## src/rtl/keyboard_host_tx.sv

```systemverilog
// keyboard_host_tx: PS/2 host-to-device command transmitter.
//
// Sends one command byte to the keyboard. The frame is start, D0..D7 (LSB
// first), odd parity, stop, and then the device's ACK bit is checked. The PS/2
// clock and data lines are driven only through open-drain enables (1 = pull low).
// Bit changes are timed on device falling clock edges. These edges come from
// keyboard_negedge_detector, which samples the synchronized clock line.
//
// Optional feature: define KB_TX_TIMEOUT_EN to abort a transfer whose device
// clocking does not complete within TIMEOUT_CYCLES of clock release. The abort
// reports o_done with o_err. Without the macro the block waits indefinitely.

// Falling-edge detector for the device-generated PS/2 clock.
// The line is 2-FF synchronized and then sampled once every SAMPLE_DIV cycles.
// A fall is reported as a one-cycle pulse when a high sample is followed by a
// low sample, so short glitches between samples are ignored.
module keyboard_negedge_detector #(
    parameter int SAMPLE_DIV = 32
) (
    input  logic clk,
    input  logic i_sclr,
    input  logic i_line,
    output logic o_level,
    output logic o_fall
);
    localparam int DIV_W = $clog2(SAMPLE_DIV);
    localparam logic [DIV_W-1:0] DIV_LAST = DIV_W'(SAMPLE_DIV - 1);
    localparam logic [DIV_W-1:0] DIV_ONE  = DIV_W'(1);

    logic [1:0]       sync_r;
    logic [DIV_W-1:0] div_r;
    logic             samp_r;
    logic             fall_r;
    logic             tick_s;

    assign tick_s  = (div_r == DIV_LAST);
    assign o_level = sync_r[1];
    assign o_fall  = fall_r;

    // Two-flop synchronizer; the line idles high, so reset to 1.
    always_ff @(posedge clk) begin
        if (i_sclr) begin
            sync_r <= 2'b11;
        end else begin
            sync_r <= {sync_r[0], i_line};
        end
    end

    // Sampling divider and high-to-low sample comparison.
    always_ff @(posedge clk) begin
        if (i_sclr) begin
            div_r  <= {DIV_W{1'b0}};
            samp_r <= 1'b1;
            fall_r <= 1'b0;
        end else if (tick_s) begin
            div_r  <= {DIV_W{1'b0}};
            samp_r <= sync_r[1];
            fall_r <= samp_r & ~sync_r[1];
        end else begin
            div_r  <= div_r + DIV_ONE;
            fall_r <= 1'b0;
        end
    end
endmodule

// Host transmitter top.
module keyboard_host_tx #(
    parameter int INHIBIT_CYCLES = 6000,
    parameter int SETUP_CYCLES   = 64,
    parameter int TIMEOUT_CYCLES = 1000000
) (
    input  logic       clk,
    input  logic       i_sclr,
    input  logic       i_ps2_clk_n,
    input  logic       i_ps2_dat_n,
    input  logic       i_wr,
    input  logic [7:0] i_dat,
    output logic       o_ps2_clk_oe,
    output logic       o_ps2_dat_oe,
    output logic       o_busy,
    output logic       o_done,
    output logic       o_err
);
    localparam logic [19:0] INHIBIT_LAST  = 20'(INHIBIT_CYCLES - 1);
    localparam logic [19:0] SETUP_LAST    = 20'(SETUP_CYCLES - 1);
    localparam logic [3:0]  LAST_DATA_IDX = 4'd9;

    // The shared phase/timeout counter is 20 bits wide, so every cycle count must fit.
    generate
        if ((INHIBIT_CYCLES < 1) || (INHIBIT_CYCLES >= 1048576) ||
            (SETUP_CYCLES < 1)   || (SETUP_CYCLES >= 1048576)   ||
            (TIMEOUT_CYCLES < 1) || (TIMEOUT_CYCLES >= 1048576)) begin : g_bad_params
            $error("keyboard_host_tx: cycle parameters must lie in 1 .. 2^20-1");
        end
    endgenerate

    typedef enum logic [2:0] {
        ST_IDLE      = 3'd0,
        ST_INHIBIT   = 3'd1,
        ST_REQ       = 3'd2,
        ST_SHIFT     = 3'd3,
        ST_ACK       = 3'd4,
        ST_WAIT_IDLE = 3'd5
    } state_t;

    // Odd parity bit for a data byte.
    function automatic logic odd_parity(input logic [7:0] d);
        return ~^d;
    endfunction

    state_t      state_r, state_next;
    logic [19:0] cnt_r, cnt_next;
    logic [8:0]  sr_r, sr_next;
    logic [3:0]  bit_idx_r, bit_idx_next;
    logic        nack_r, nack_next;
    logic        clk_oe_r, clk_oe_next;
    logic        dat_oe_r, dat_oe_next;
    logic        busy_r, busy_next;
    logic        done_r, done_next;
    logic        err_r, err_next;
    logic [1:0]  dat_sync_r;

    logic        clk_level_s;
    logic        clk_fall_s;
    logic        dat_level_s;
    logic        timeout_hit_s;
    logic [19:0] cnt_run_s;

    assign dat_level_s  = dat_sync_r[1];
    assign o_ps2_clk_oe = clk_oe_r;
    assign o_ps2_dat_oe = dat_oe_r;
    assign o_busy       = busy_r;
    assign o_done       = done_r;
    assign o_err        = err_r;

    keyboard_negedge_detector #(
        .SAMPLE_DIV (32)
    ) u_clk_edge (
        .clk     (clk),
        .i_sclr  (i_sclr),
        .i_line  (i_ps2_clk_n),
        .o_level (clk_level_s),
        .o_fall  (clk_fall_s)
    );

`ifdef KB_TX_TIMEOUT_EN
    localparam logic [19:0] TIMEOUT_LAST = 20'(TIMEOUT_CYCLES - 1);
    // After clock release the phase counter measures elapsed time to ACK completion.
    assign timeout_hit_s = (cnt_r == TIMEOUT_LAST);
    assign cnt_run_s     = cnt_r + 20'd1;
`else
    // No timeout: the counter stays parked once the clock is released.
    assign timeout_hit_s = 1'b0;
    assign cnt_run_s     = cnt_r;
`endif

    // Two-flop synchronizer for the data line; it idles high.
    always_ff @(posedge clk) begin
        if (i_sclr) begin
            dat_sync_r <= 2'b11;
        end else begin
            dat_sync_r <= {dat_sync_r[0], i_ps2_dat_n};
        end
    end

    // Next-state and next-output logic; outputs are registered from *_next.
    always_comb begin
        state_next   = state_r;
        cnt_next     = cnt_r;
        sr_next      = sr_r;
        bit_idx_next = bit_idx_r;
        nack_next    = nack_r;
        clk_oe_next  = 1'b0;
        dat_oe_next  = 1'b0;
        busy_next    = 1'b1;
        done_next    = 1'b0;
        err_next     = 1'b0;

        case (state_r)
            ST_IDLE: begin
                // busy_r is still high in the o_done cycle, so a strobe there is dropped.
                if (i_wr && !busy_r) begin
                    sr_next      = {odd_parity(i_dat), i_dat};
                    cnt_next     = 20'd0;
                    bit_idx_next = 4'd0;
                    nack_next    = 1'b0;
                    clk_oe_next  = 1'b1;
                    state_next   = ST_INHIBIT;
                end else begin
                    busy_next = 1'b0;
                end
            end

            ST_INHIBIT: begin
                clk_oe_next = 1'b1;
                if (cnt_r == INHIBIT_LAST) begin
                    cnt_next    = 20'd0;
                    dat_oe_next = 1'b1;
                    state_next  = ST_REQ;
                end else begin
                    cnt_next = cnt_r + 20'd1;
                end
            end

            ST_REQ: begin
                // The start bit (data low) stays driven after the clock is released.
                dat_oe_next = 1'b1;
                if (cnt_r == SETUP_LAST) begin
                    cnt_next     = 20'd0;
                    bit_idx_next = 4'd0;
                    state_next   = ST_SHIFT;
                end else begin
                    clk_oe_next = 1'b1;
                    cnt_next    = cnt_r + 20'd1;
                end
            end

            ST_SHIFT: begin
                cnt_next = cnt_run_s;
                if (timeout_hit_s) begin
                    done_next  = 1'b1;
                    err_next   = 1'b1;
                    state_next = ST_IDLE;
                end else if (clk_fall_s) begin
                    if (bit_idx_r == LAST_DATA_IDX) begin
                        // Tenth edge: release data for the stop bit.
                        dat_oe_next = 1'b0;
                        state_next  = ST_ACK;
                    end else begin
                        dat_oe_next  = ~sr_r[0];
                        sr_next      = {1'b1, sr_r[8:1]};
                        bit_idx_next = bit_idx_r + 4'd1;
                    end
                end else begin
                    dat_oe_next = dat_oe_r;
                end
            end

            ST_ACK: begin
                cnt_next = cnt_run_s;
                if (timeout_hit_s) begin
                    done_next  = 1'b1;
                    err_next   = 1'b1;
                    state_next = ST_IDLE;
                end else if (clk_fall_s) begin
                    nack_next  = dat_level_s;
                    state_next = ST_WAIT_IDLE;
                end else begin
                    nack_next = nack_r;
                end
            end

            ST_WAIT_IDLE: begin
                cnt_next = cnt_run_s;
                if (timeout_hit_s) begin
                    done_next  = 1'b1;
                    err_next   = 1'b1;
                    state_next = ST_IDLE;
                end else if (clk_level_s && dat_level_s) begin
                    done_next  = 1'b1;
                    err_next   = nack_r;
                    state_next = ST_IDLE;
                end else begin
                    state_next = ST_WAIT_IDLE;
                end
            end

            default: begin
                busy_next  = 1'b0;
                state_next = ST_IDLE;
            end
        endcase
    end

    // State, datapath and registered output update.
    always_ff @(posedge clk) begin
        if (i_sclr) begin
            state_r   <= ST_IDLE;
            cnt_r     <= 20'd0;
            sr_r      <= 9'd0;
            bit_idx_r <= 4'd0;
            nack_r    <= 1'b0;
            clk_oe_r  <= 1'b0;
            dat_oe_r  <= 1'b0;
            busy_r    <= 1'b0;
            done_r    <= 1'b0;
            err_r     <= 1'b0;
        end else begin
            state_r   <= state_next;
            cnt_r     <= cnt_next;
            sr_r      <= sr_next;
            bit_idx_r <= bit_idx_next;
            nack_r    <= nack_next;
            clk_oe_r  <= clk_oe_next;
            dat_oe_r  <= dat_oe_next;
            busy_r    <= busy_next;
            done_r    <= done_next;
            err_r     <= err_next;
        end
    end
endmodule

```

## config.mk

```make
export PLATFORM = sky130hd
export DESIGN_NAME = keyboard_host_tx
export DESIGN_NICKNAME = d
export VERILOG_FILES = /design/src/rtl/keyboard_host_tx.sv
export SDC_FILE = /design/constraint.sdc
export NUM_CORES = 1
export LEC_CHECK = 0
export BUFFER_PORTS_ARGS = -buffer_cell sky130_fd_sc_hd__buf_2
export CELL_PAD_IN_SITES_DETAIL_PLACEMENT = 0
export CELL_PAD_IN_SITES_GLOBAL_PLACEMENT = 1
export CORE_UTILIZATION = 40
export CTS_BUF_LIST = sky130_fd_sc_hd__clkbuf_2 sky130_fd_sc_hd__clkbuf_4 sky130_fd_sc_hd__clkbuf_8
export DETAILED_ROUTE_END_ITERATION = 6
export PLACE_DENSITY = 0.7
export SLEW_MARGIN = 0
export SYNTH_ARGS = -nofsm -noshare
export SYNTH_HDL_FRONTEND = slang
export SYNTH_SLANG_ARGS = --single-unit
```

## constraint.sdc

```tcl
create_clock -name clk -period 3.6 [get_ports clk]
set_clock_uncertainty 0.2 [all_clocks]
set_input_delay 0.72 -clock clk [delete_from_list [all_inputs] [get_ports clk]]
set_output_delay 0.72 -clock clk [all_outputs]
set_load 0.02 [all_outputs]
```

==> run_results.csv <==
group,metric,value,unit
timing,hold_viol,0,
timing,tightest_slew,724,ps
clock_tree,numCtsBuffers,5,
synthesis,synth_edf_count,0,
placement,dp_cells,394,
cells_and_area,final_cells,402,
routing,drt_iter0_markers,127,
worst_hold_path,hold_start,"dat_sync_r[0]",
clock_tree,post-cts-setup-buffers,0,
clock_tree,cts.clk_slew.worst_paths,100,ps
worst_hold_path,hold_class,"flip-flop to flip-flop",
synthesis,synth-async-reset-ratio,0,
clock_tree,cts_sinks,53,
setup_path,critPathSlowestCell,"o31ai_4",
setup_path,critPathLaunch,"cnt_r[0]",
cells_and_area,final_util,0.458,
placement,hpwl,4080,um
setup_path,end_kind,"flip-flop",
setup_path,r2r_start,"cnt_r[0]",
routing,route.detailed.drc,0,
synthesis,ys_ff_latch,53,
clock_tree,clk_path_buf_depth,2,
synthesis,netlist_instances,308,
cells_and_area,fin_nets,342,
timing,finalSetupViolCount,0,
cells_and_area,drive_gt1_frac,0.182,
die,dieArea,0.00709,mm^2
placement,place_area,0.00282,mm^2
power,seqPwrFrac,0.484,
power,power,1.42,mW
synthesis,synth_area,0.00270,mm^2
run,drv_cap,0,
die,initial_utilization,0.421,
synthesis,yosys_warnings,0,
timing,grt_setup_unrepaired,"false",
timing,fin_crit,2550,ps
global_routing,grt_max_degree,32,
power,power_frac_comb,0.214,
power,pwr-share-clk,0.302,
synthesis,synth_fp_nets,326,
power,p_per_area,482,mW/mm^2
cells_and_area,antennaDiodeCount,0,
global_routing,antenna_found_initial,0,
synthesis,syn_avg_cell_area,8.77,um^2
global_routing,grt_pass1_wl,9830,um
setup_path,crit_path_max_fanout,10,
global_routing,grt.overflow.total,0,
cells_and_area,final_area,0.00294,mm^2
die,rows,29,
die,fp.dieH,84.2,um
clock_tree,ctsResizeCount,0,
clock_tree,cts_max_level,2,
power,sw_frac_of_total,0.310,
setup_path,path_cells,"ha_1 -> nor4b_2 -> nand4_2 -> o211a_1 -> o31ai_4 -> buf_4 -> nor2_2",
placement,pre_cts_ws,910,ps
routing,via_per_inst,5.43,
cells_and_area,syn_to_final_growth,8.89,%
timing,tns,0,ps
status,status,"complete, no violations",
routing,antenna_left,0,
routing,finalWirelength,5740,um
timing,slew_headroom,0.516,
routing,firstDrtPassIters,4,
clock_tree,clk_latency,310,ps
placement,place_congestion,0.735,
clock_tree,cts_tree,"built",
routing,wl_per_cell,14.3,um
timing,fmax,0.392,GHz
cells_and_area,layout_common_cells,"dfxtp_1, nand2_1, nor2_1",
die,io_pins,18,
synthesis,ys.flop_type,"dfxtp_1",
global_routing,grt_pass1_vias,2120,
timing,fin_ws,1050,ps
power,ir_drop,0.227,mV
die,coreArea,0.00642,mm^2
die,die_w,84.2,um
clock_tree,root_buffer,"clkbuf_8",
power,p_switching,439,uW
global_routing,gr-usage-all-layers,0.172,
power,leakagePower,1.07,nW
timing,hold_ws,210,ps
synthesis,ys_seq_area_frac,0.393,
placement,port_buffers,17,
power,p_int,978,uW
timing,min_period_over_period,0.709,
routing,via_count,2182,
timing,finalMaxSlewViolations,0,
setup_path,required,3610,ps
setup_path,critPathMaxStageDelay,440,ps
setup_path,critical_path.startpoint_type,"flip-flop",
setup_path,worstSetupPathType,"flip-flop to flip-flop",
synthesis,synth.distinct_cells,60,
cells_and_area,final_common_cell,"dfxtp_1",
clock_tree,cts_hold_buf,0,
setup_path,cp_data_arrival_time,2560,ps
==> synthesized netlist by cell type (all sizes together), types with 4 or more instances <==
master | n | share of area
dfxtp | 53 | 0.39
nand2 | 35 | 0.049
nor2 | 34 | 0.057
xnor2 | 19 | 0.062
nor3 | 16 | 0.031
nand3 | 15 | 0.028
a21oi | 11 | 0.025
nand4 | 11 | 0.028
o21ai | 10 | 0.020
clkbuf | 9 | 0.020
a311oi | 8 | 0.026
inv | 7 | 0.0097
xor2 | 7 | 0.023
and3 | 6 | 0.015
ha | 5 | 0.023
nor3b | 5 | 0.014
or2 | 5 | 0.012
buf | 4 | 0.017
nor4 | 4 | 0.015
o31ai | 4 | 0.016
==> power by group through the flow <==
stage	Sequential [mW]	Clock (mW)	Combinational (mW)
after floorplan	0.671	0	0.281
after global placement	0.698	0	0.302
after detailed placement	0.697	0	0.304
after CTS	0.684	0.444	0.307
after global routing	0.692	0.463	0.343
final	0.685	0.429	0.303
==> worst max-delay path, delay by kind of cell (launching register included) <==
family / cells / cell delay, ps
compound gates: 2 / 760
fa+ha+maj: 1 / 280
buf+inv: 1 / 280
flops: 1 / 420
simple gates: 3 / 500
==> metal layers <==
metal / GRT usage / wire length, um / vias to the layer above / share of wire
met4: 0.0549 / 80 / 0 / 0.014
met3: 0.0374 / 206 / 10 / 0.036
li1: - / - / 1122 / -
met5: 0 / 0 / - / 0
met2: 0.280 / 2580 / 44 / 0.45
met1: 0.228 / 2870 / 1006 / 0.50
==> registers in the layout, summed over array words and instances (netlist names) <==
register / flops
u_clk_edge.o_fall: 1
dat_sync_r: 2
u_clk_edge.div_r: 5
o_ps2_dat_oe: 1
o_busy: 1
u_clk_edge.sync_r: 2
bit_idx_r: 4
o_err: 1
u_clk_edge.samp_r: 1
sr_r: 9
o_done: 1
cnt_r: 20
nack_r: 1
state_r: 3
o_ps2_clk_oe: 1
==> cells by family after synthesis <==
kind of cell / count (synthesis) / share of synthesized area
AND/OR/NAND/NOR: 146 / 0.290
AO/OA/AOI/OAI: 54 / 0.150
XOR/XNOR: 26 / 0.0843
buffers and inverters: 21 / 0.0477
flip-flops: 53 / 0.393
adder cells (fa/ha/maj): 5 / 0.0232
multiplexers: 3 / 0.0116
==> worst paths after layout <==
check,endpoint,slack [ps],depth (start not counted)
setup / recovery,cnt_r[3],1050,7
hold / removal,dat_sync_r[1],210,1
setup reg to reg,cnt_r[3],1050,7
hold reg to reg,dat_sync_r[1],210,1
==> cell type report <==
class / instances / area [um^2]
Clock buffer: 6 / 82.6
Clock inverter: 2 / 37.5
Fill cell: 646 / 3480
Inverter: 8 / 30.0
Multi-Input combinational cell: 234 / 1510
Sequential cell: 53 / 1060
Tap cell: 77 / 96.3
Timing Repair Buffer: 22 / 123
Power figures use the tool's default switching activity.
